[config.mk]
export PLATFORM = sky130hd
export DESIGN_NAME = bist_pattern_misr
export DESIGN_NICKNAME = d
export VERILOG_FILES = /design/src/rtl/bist_pattern_misr.sv
export SDC_FILE = /design/constraint.sdc
export NUM_CORES = 1
export LEC_CHECK = 0
export ABC_AREA = 1
export CAP_MARGIN = 5
export CORE_ASPECT_RATIO = 0.75
export CORE_MARGIN = 2
export CORE_UTILIZATION = 50
export CTS_CLUSTER_DIAMETER = 50
export DETAILED_ROUTE_END_ITERATION = 8
export PLACE_DENSITY = 0.8
export SYNTH_ARGS = -nofsm -noshare
export SYNTH_HDL_FRONTEND = slang
export SYNTH_SLANG_ARGS = --single-unit
export TNS_END_PERCENT = 5
[constraint.sdc]
create_clock -name clk -period 2.2 [get_ports clk]
set_input_delay 0.44 -clock clk [delete_from_list [all_inputs] [get_ports clk]]
set_output_delay 0.44 -clock clk [all_outputs]
set_load 0.005 [all_outputs]
[src/rtl/bist_pattern_misr.sv]
// BIST harness: Galois-LFSR pattern source for a combinational netlist plus a
// Galois MISR that compacts the netlist responses into a signature for a golden compare.
module bist_pattern_misr #(
   parameter int                    PI_WIDTH      = 13,
   parameter int                    PO_WIDTH      = 23,
   parameter int                    PATTERN_COUNT = 256,
   parameter int                    RESP_LATENCY  = 0,
   parameter logic [PI_WIDTH-1:0]   LFSR_POLY     = 13'h100D,
   parameter logic [PI_WIDTH-1:0]   LFSR_SEED     = 13'h0001,
   parameter logic [PO_WIDTH-1:0]   MISR_POLY     = 23'h400021,
   parameter logic [PO_WIDTH-1:0]   MISR_SEED     = 23'h000000
) (
   input  logic                clk,
   input  logic                rst_n,
   input  logic                start,
   input  logic                abort,
   input  logic [PO_WIDTH-1:0] golden_sig,
   input  logic [PO_WIDTH-1:0] response_in,
   output logic [PI_WIDTH-1:0] pattern_out,
   output logic                pattern_valid,
   output logic                busy,
   output logic                done,
   output logic                pass,
   output logic [PO_WIDTH-1:0] signature,
   output logic [15:0]         pattern_idx
);

   typedef enum logic [1:0] {ST_IDLE, ST_RUN, ST_FLUSH, ST_DONE} state_e;

   localparam logic [PI_WIDTH-1:0] LFSR_ONE  = {{(PI_WIDTH-1){1'b0}}, 1'b1};
   localparam logic [PI_WIDTH-1:0] SEED_EFF  = (LFSR_SEED == '0) ? LFSR_ONE : LFSR_SEED;
   localparam logic [15:0]         PC_LAST   = 16'(PATTERN_COUNT);
   localparam logic [15:0]         FLUSH_LAST = 16'(RESP_LATENCY - 1);

   state_e              state_q, state_d;
   logic [PI_WIDTH-1:0] pattern_q, pattern_d;
   logic                valid_q, valid_d;
   logic [15:0]         idx_q, idx_d;
   logic [PO_WIDTH-1:0] sig_q, sig_d;
   logic                pass_q, pass_d;
   logic                done_q, done_d;
   logic [15:0]         flush_cnt_q, flush_cnt_d;

   logic [PI_WIDTH-1:0] lfsr_nxt;
   logic [PO_WIDTH-1:0] misr_nxt;
   logic                cap_valid;
   logic                capture;

   // Response-side copy of pattern_valid, delayed to line up with the netlist path.
   if (RESP_LATENCY == 0) begin : g_nodly
      assign cap_valid = valid_q;
   end else begin : g_dly
      logic [RESP_LATENCY-1:0] vdly_q;
      always_ff @(posedge clk or negedge rst_n) begin
         if (!rst_n) begin
            vdly_q <= '0;
         end else if (state_q == ST_IDLE) begin
            // Flushes stale valids left behind by an abort before the next run starts.
            vdly_q <= '0;
         end else begin
            vdly_q <= (vdly_q << 1) | RESP_LATENCY'(valid_q);
         end
      end
      assign cap_valid = vdly_q[RESP_LATENCY-1];
   end

   assign capture = cap_valid && (state_q == ST_RUN || state_q == ST_FLUSH);

   always_comb begin
      lfsr_nxt = pattern_q[0] ? ((pattern_q >> 1) ^ LFSR_POLY) : (pattern_q >> 1);
      if (lfsr_nxt == '0) lfsr_nxt = LFSR_ONE;
      misr_nxt = (sig_q[0] ? ((sig_q >> 1) ^ MISR_POLY) : (sig_q >> 1)) ^ response_in;
   end

   // NOTE: every next-state signal gets its hold value first so no path infers a latch.
   always_comb begin
      state_d     = state_q;
      pattern_d   = pattern_q;
      valid_d     = valid_q;
      idx_d       = idx_q;
      sig_d       = sig_q;
      pass_d      = pass_q;
      done_d      = 1'b0;
      flush_cnt_d = flush_cnt_q;

      if (capture) sig_d = misr_nxt;

      unique case (state_q)
         ST_IDLE: begin
            if (start) begin
               state_d   = ST_RUN;
               pattern_d = SEED_EFF;
               valid_d   = 1'b1;
               idx_d     = 16'd1;
               sig_d     = MISR_SEED;
               pass_d    = 1'b0;
            end
         end
         ST_RUN: begin
            if (abort) begin
               state_d   = ST_IDLE;
               valid_d   = 1'b0;
               pattern_d = '0;
               pass_d    = 1'b0;
            end else if (idx_q == PC_LAST) begin
               valid_d     = 1'b0;
               pattern_d   = '0;
               flush_cnt_d = '0;
               state_d     = (RESP_LATENCY > 0) ? ST_FLUSH : ST_DONE;
            end else begin
               pattern_d = lfsr_nxt;
               idx_d     = idx_q + 16'd1;
            end
         end
         ST_FLUSH: begin
            if (abort) begin
               state_d   = ST_IDLE;
               valid_d   = 1'b0;
               pattern_d = '0;
               pass_d    = 1'b0;
            end else if (flush_cnt_q == FLUSH_LAST) begin
               state_d = ST_DONE;
            end else begin
               flush_cnt_d = flush_cnt_q + 16'd1;
            end
         end
         ST_DONE: begin
            done_d  = 1'b1;
            pass_d  = (sig_q == golden_sig);
            state_d = ST_IDLE;
         end
         default: state_d = ST_IDLE;
      endcase
   end

   // NOTE: state registers use non-blocking assignments so all flops update together.
   always_ff @(posedge clk or negedge rst_n) begin
      if (!rst_n) begin
         state_q     <= ST_IDLE;
         pattern_q   <= '0;
         valid_q     <= 1'b0;
         idx_q       <= '0;
         sig_q       <= MISR_SEED;
         pass_q      <= 1'b0;
         done_q      <= 1'b0;
         flush_cnt_q <= '0;
      end else begin
         state_q     <= state_d;
         pattern_q   <= pattern_d;
         valid_q     <= valid_d;
         idx_q       <= idx_d;
         sig_q       <= sig_d;
         pass_q      <= pass_d;
         done_q      <= done_d;
         flush_cnt_q <= flush_cnt_d;
      end
   end

   assign pattern_out   = pattern_q;
   assign pattern_valid = valid_q;
   assign busy          = (state_q == ST_RUN) || (state_q == ST_FLUSH);
   assign done          = done_q;
   assign pass          = pass_q;
   assign signature     = sig_q;
   assign pattern_idx   = idx_q;

endmodule

Yosys cells after proc, flatten, opt, wreduce, memory -nomap -nowiden
Cells that the tools add are included.
{"block": "op_classes", "n_addsub": 2, "n_eq_ne": 16, "mux": 34, "bitwise_logic": 3, "reduce_logical": 14}
{"cell": "2-to-1 mux 16 bit", "count": 7}
{"cell": "2-to-1 mux 23 bit", "count": 4}
{"cell": "2-to-1 mux 13 bit", "count": 6}
{"cell": "one-hot mux 16 bit (2 select lines)", "count": 2}
{"cell": "one-hot mux 13 bit (3 select lines)", "count": 1}
{"cell": "adder 16 x 1 -> 16 bit (second input constant)", "count": 2}
{"cell": "equality test 23 bit", "count": 1}
{"cell": "bitwise XOR 23 bit", "count": 1}
{"cell": "equality test 16 bit (second input constant)", "count": 1}
{"cell": "equality test 16 x 9 -> 1 bit (second input constant)", "count": 1}
{"cell": "logical NOT 13 bit", "count": 1}
{"cell": "!= test 2 bit (second input constant)", "count": 6}
{"cell": "2-to-1 mux 2 bit", "count": 5}
{"cell": "one-hot mux 2 bit (4 select lines)", "count": 1}
{"cell": "AND reduction 4 bit", "count": 2}
{"cell": "2-to-1 mux 1 bit", "count": 6}
{"cell": "!= test 3 x 2 -> 1 bit (second input constant)", "count": 2}
{"cell": "one-hot mux 1 bit (3 select lines)", "count": 2}
{"cell": "AND reduction 3 bit", "count": 2}
{"cell": "AND reduction 5 bit", "count": 1}
{"cell": "equality test 2 bit (second input constant)", "count": 2}
{"cell": "!= test 2 x 1 -> 1 bit (second input constant)", "count": 2}
{"cell": "inverter 3 -> 4 bit", "count": 1}
{"cell": "nonzero test 2 bit", "count": 2}
{"cell": "other kinds (8)", "count": 8}
{"block": "totals", "register_bits": 73, "inputBits": 50, "output_inout_bits": 56, "word_cells": 77}

Depth between registers and ports, before layout
{"block": "logic_depth", "depth_word": 7, "mapped_depth": 11, "ltp_nobuf": 10}

Worst setup path before layout
OpenSTA, ideal clock, no wires.
{"block": "synth_path", "path_kind": "reg-to-reg", "startpoint": "reg flush_cnt_q[0]", "endpoint": "reg flush_cnt_q[10]", "setup_time_ns": 0.117, "arrival_ns": 1.451, "t_required_ns": 2.083, "path_slack_ns": 0.633, "path_stages_with_launch": 10, "n_path_buf": 1, "period_less_slack_ns": 1.567, "cell_sequence": "dfrtp_1 -> ha_1 -> nand3_4 -> nor2_4 -> nand4_2 -> nor2_2 -> nor2_4 -> buf_6 -> nand2_1 -> nand2_1"}
{"block": "synth_via", "elab_chain_len": 4, "word_cells_on_any_way": 7, "cone_classes": "add/sub (1); eq/ne (2); mux (3); reduce/logical (1)"}
{"item": "from (decl)", "line_no": "42", "source": "logic [15:0] flush_cnt_q, flush_cnt_d;"}
{"item": "from (signal assigned)", "line_no": "155", "source": "flush_cnt_q <= flush_cnt_d;"}
{"item": "adder 16 x 1 -> 16 bit", "line_no": "124", "source": "flush_cnt_d = flush_cnt_q + 16'd1;"}
{"item": "2-to-1 mux 16 bit", "line_no": "121", "source": "end else if (flush_cnt_q == FLUSH_LAST) begin"}
{"item": "2-to-1 mux 16 bit", "line_no": "116", "source": "if (abort) begin"}
{"item": "one-hot mux 16 bit (2 select lines)", "line_no": "88", "source": "unique case (state_q)"}
Parallel ways exist; a longest one is shown, timed or not. The select of a mux whose other input is x is not followed.
A chain may end at the register's enable or synchronous reset.

Final worst setup path
{"block": "layout_path", "startpoint": "reg state_q[0]", "endpoint": "out busy"}
{"block": "layout_via", "elab_chain_len": 2, "word_cells_on_any_way": 3, "cone_classes": "eq/ne (2); reduce/logical (1)"}
{"item": "from (decl)", "line_no": "35", "source": "state_e state_q, state_d;"}
{"item": "from (signal assigned)", "line_no": "148", "source": "state_q <= state_d;"}
{"item": "equality test 2 x 1 -> 1 bit / equality test 2 bit (equally long branches)", "line_no": "161", "source": "assign busy = (state_q == ST_RUN) || (state_q == ST_FLUSH);"}
{"item": "logical OR 1 bit *", "line_no": "161"}
{"item": "to (decl)", "line_no": "21", "source": "output logic busy,"}
Every way passes the cells marked *; elsewhere a longest branch is shown, timed or not.

==> results.cfg <==
[critical_path]
endpoint_kind = output pin
crit_type = flop to output pin
required_ns = 1.76
critPathMaxFanout = 5
r2r_slack_ns = 0.19
critPathLaunchType = flop
crit_arrival_ns = 1.68

[floorplanning]
fp.dieH_um = 86.89
die_w_um = 114.5
die-area_um2 = 9951
core-area_um2 = 8971
num_rows = 30
start_util_pct = 51.06
pin_count = 106

[synth]
synthAdderAreaFrac_pct = 1.912
netlist_area_um2 = 4581
synth_top_area_cell = dfrtp_1
synth_async_sr_flop_share_pct = 100.0
synth_top_family_by_area = simple AND/OR/NAND/NOR gates
syn_nets = 703
ys_seq_area_share_pct = 39.88
yosys_warnings = 0
synth_compound_area_share_pct = 11.85
synth.area.top_cells = dfrtp_1, nand2_1, inv_1
synth_mux_area_share_pct = 0
synthDistinctLibCells = 32
avgSynthCellArea_um2 = 7.091
netlist_instances = 646
yosys.area_share.simple_pct = 31.63
synth_top_area_share_pct = 39.88
synth_edf_count = 0
ys_seq_elements = 73
synth-xor-area-share_pct = 6.501
synth_ff_type = dfrtp_1

[clock_tree]
cts_setup_buffers = 0
insertion_delay_ns = 0.34
cts.clk_slew.worst_paths_ns = 0.06
cts_resized = 0
cts_tree = done
clock-sinks = 73
numCtsBuffers = 9
clockBufferDepth = 2
cts_root_buffer = clkbuf_16
ctsHoldBuffers = 0
htree_num_levels = 3

[grt]
grt_use_met2_pct = 42.71
top_usage_layer = met2
grt.met1_usage_pct = 34.09
grt_first_pass_wirelength_um = 20760
grt_pass1_vias = 4384
grt_max_degree = 74
grt-ovfl-total = 0
grtUsageMet3_pct = 8.212
grt_use_total_pct = 26.08
antenna_found_initial = 0

[placement]
place.gp.congestion = 0.9104
io_buffers = 105
dp_hpwl_um = 8644
placed_cell_area_um2 = 5744
placed_cells = 854

[cells_and_area]
antenna_cells = 0
layout_common_cells = nand2_1, clkdlybuf4s50_1, inv_1, nor2_1, dfrtp_1
fin_cells = 870
nFillCells = 715
final_area_um2 = 6112
layout_commonest_cell = nand2_1
drive_above_1_share_pct = 6.201
nets = 810
synthToLayoutAreaGrowth_pct = 33.43

[flow_run]
maxCapViolations = 0

[drt]
dr.pass1.iters = 6
wl_per_cell_um = 14.16
via_count = 4597
drt_iter0_markers = 316
detail_route.vias_per_cell = 5.284
drt_wl_total_um = 12320
ant_nets = 0
drc_errors = 0

[sta]
hold_viol = 0
skew_ns = 0.005921
finalCritPeriodShare_pct = 96.44
slew_headroom_pct = 63.90
finalMaxSlewViolations = 0
tightest_slew_ns = 0.5398
setup_viol = 0
max_freq_mhz = 471.3
post-route-min-period_ns = 2.122
rsz0062_at_grt = true

[power]
p_total_mw = 6.614
power_leakage_nw = 2.702
power.density_nw_per_um2 = 1082
ir_drop_uv = 638.6

[outcome]
status = finished clean

[worst_hold_path]
worstHoldPathType = input pin to async pin
[cell families (layout without fill, tap and decap cells)]
| family | Yosys count | count (layout) |
|---|---|---|
| XOR/XNOR | 34 | 34 |
| AND/OR/NAND/NOR | 340 | 340 |
| adder cells (fa/ha/maj) | 7 | 7 |
| buffers and inverters | 92 | 204 |
| flip-flops | 73 | 73 |
| AO/OA/AOI/OAI | 100 | 100 |
[stage by stage]
step | util, % | worst slack, ns | setup TNS, ns | hold WS (ns)
2_1_floorplan | - | 0.6327 | 0 | 0.1444
3_3_place_gp | 64.03 | 0.1444 | 0 | 0.4831
3_5_place_dp | 64.03 | -0.05752 | -0.07357 | 0.4953
4_1_cts | 67.99 | 0.03028 | 0 | 0.1494
5_1_grt | 68.13 | -0.03702 | -0.03702 | 0.1533
6_report | 68.13 | 0.07840 | 0 | 0.1048
[routing by layer]
metal	part of all wire (%)	up-vias
li1	-	2266
met1	44	2147
met2	47	162
met3	7.1	22
met4	1.9	0
met5	0	-
[cell usage after synthesis (2+ instances only)]
cell,count
a21oi_1,25
nand4_1,15
clkbuf_1,9
nor2_4,3
o21ai_0,54
nor2_2,4
nor2_1,73
o22ai_1,12
buf_2,6
or2_2,6
ha_1,7
dfrtp_1,73
o21bai_1,4
nand2_1,199
xnor2_1,29
nand2_2,3
xor2_1,5
inv_1,73
o211ai_1,2
nand3_1,32
[registers in the layout, indices dropped and copies added, names as in the netlist]
| signal | cells |
|---|---|
| state_q | 2 |
| pattern_valid | 1 |
| signature | 23 |
| pattern_idx | 16 |
| pattern_out | 13 |
| done | 1 |
| flush_cnt_q | 16 |
| pass | 1 |
[power by group]
part	total (mW)	internal, mW	switching (mW)
combinational	2.81	1.30	1.51
sequential	2.07	1.65	0.424
clock	1.73	1.17	0.563
[path summary, 6_finish.rpt]
kind | from | end | cells after the start
max | state_q[0] | busy | 3
min | rst_n | pattern_idx[11] | 2
max reg2reg | state_q[0] | pattern_out[6] | 7
min reg2reg | pass | pass | 2
max in group asynchronous | rst_n | flush_cnt_q[7] | 2
min in group clk | pass | pass | 2
[cell type report]
class,instances,area (µm²),share of cell area (%)
sequential,73,1827,29.89
clock buffer,12,256.5,4.197
clock inverter,4,98.84,1.617
tap,112,140.1,2.293
inverter,75,281.5,4.606
multi-input combinational,481,2390,39.10
timing repair buffer,113,1119,18.30
[critical path, stage by stage (launching register included)]
cell	delay, ns
dfrtp_1	0.40
inv_1	0.12
ha_4	0.31
clkdlybuf4s50_1	0.52
(Power assumes the default switching activity.)
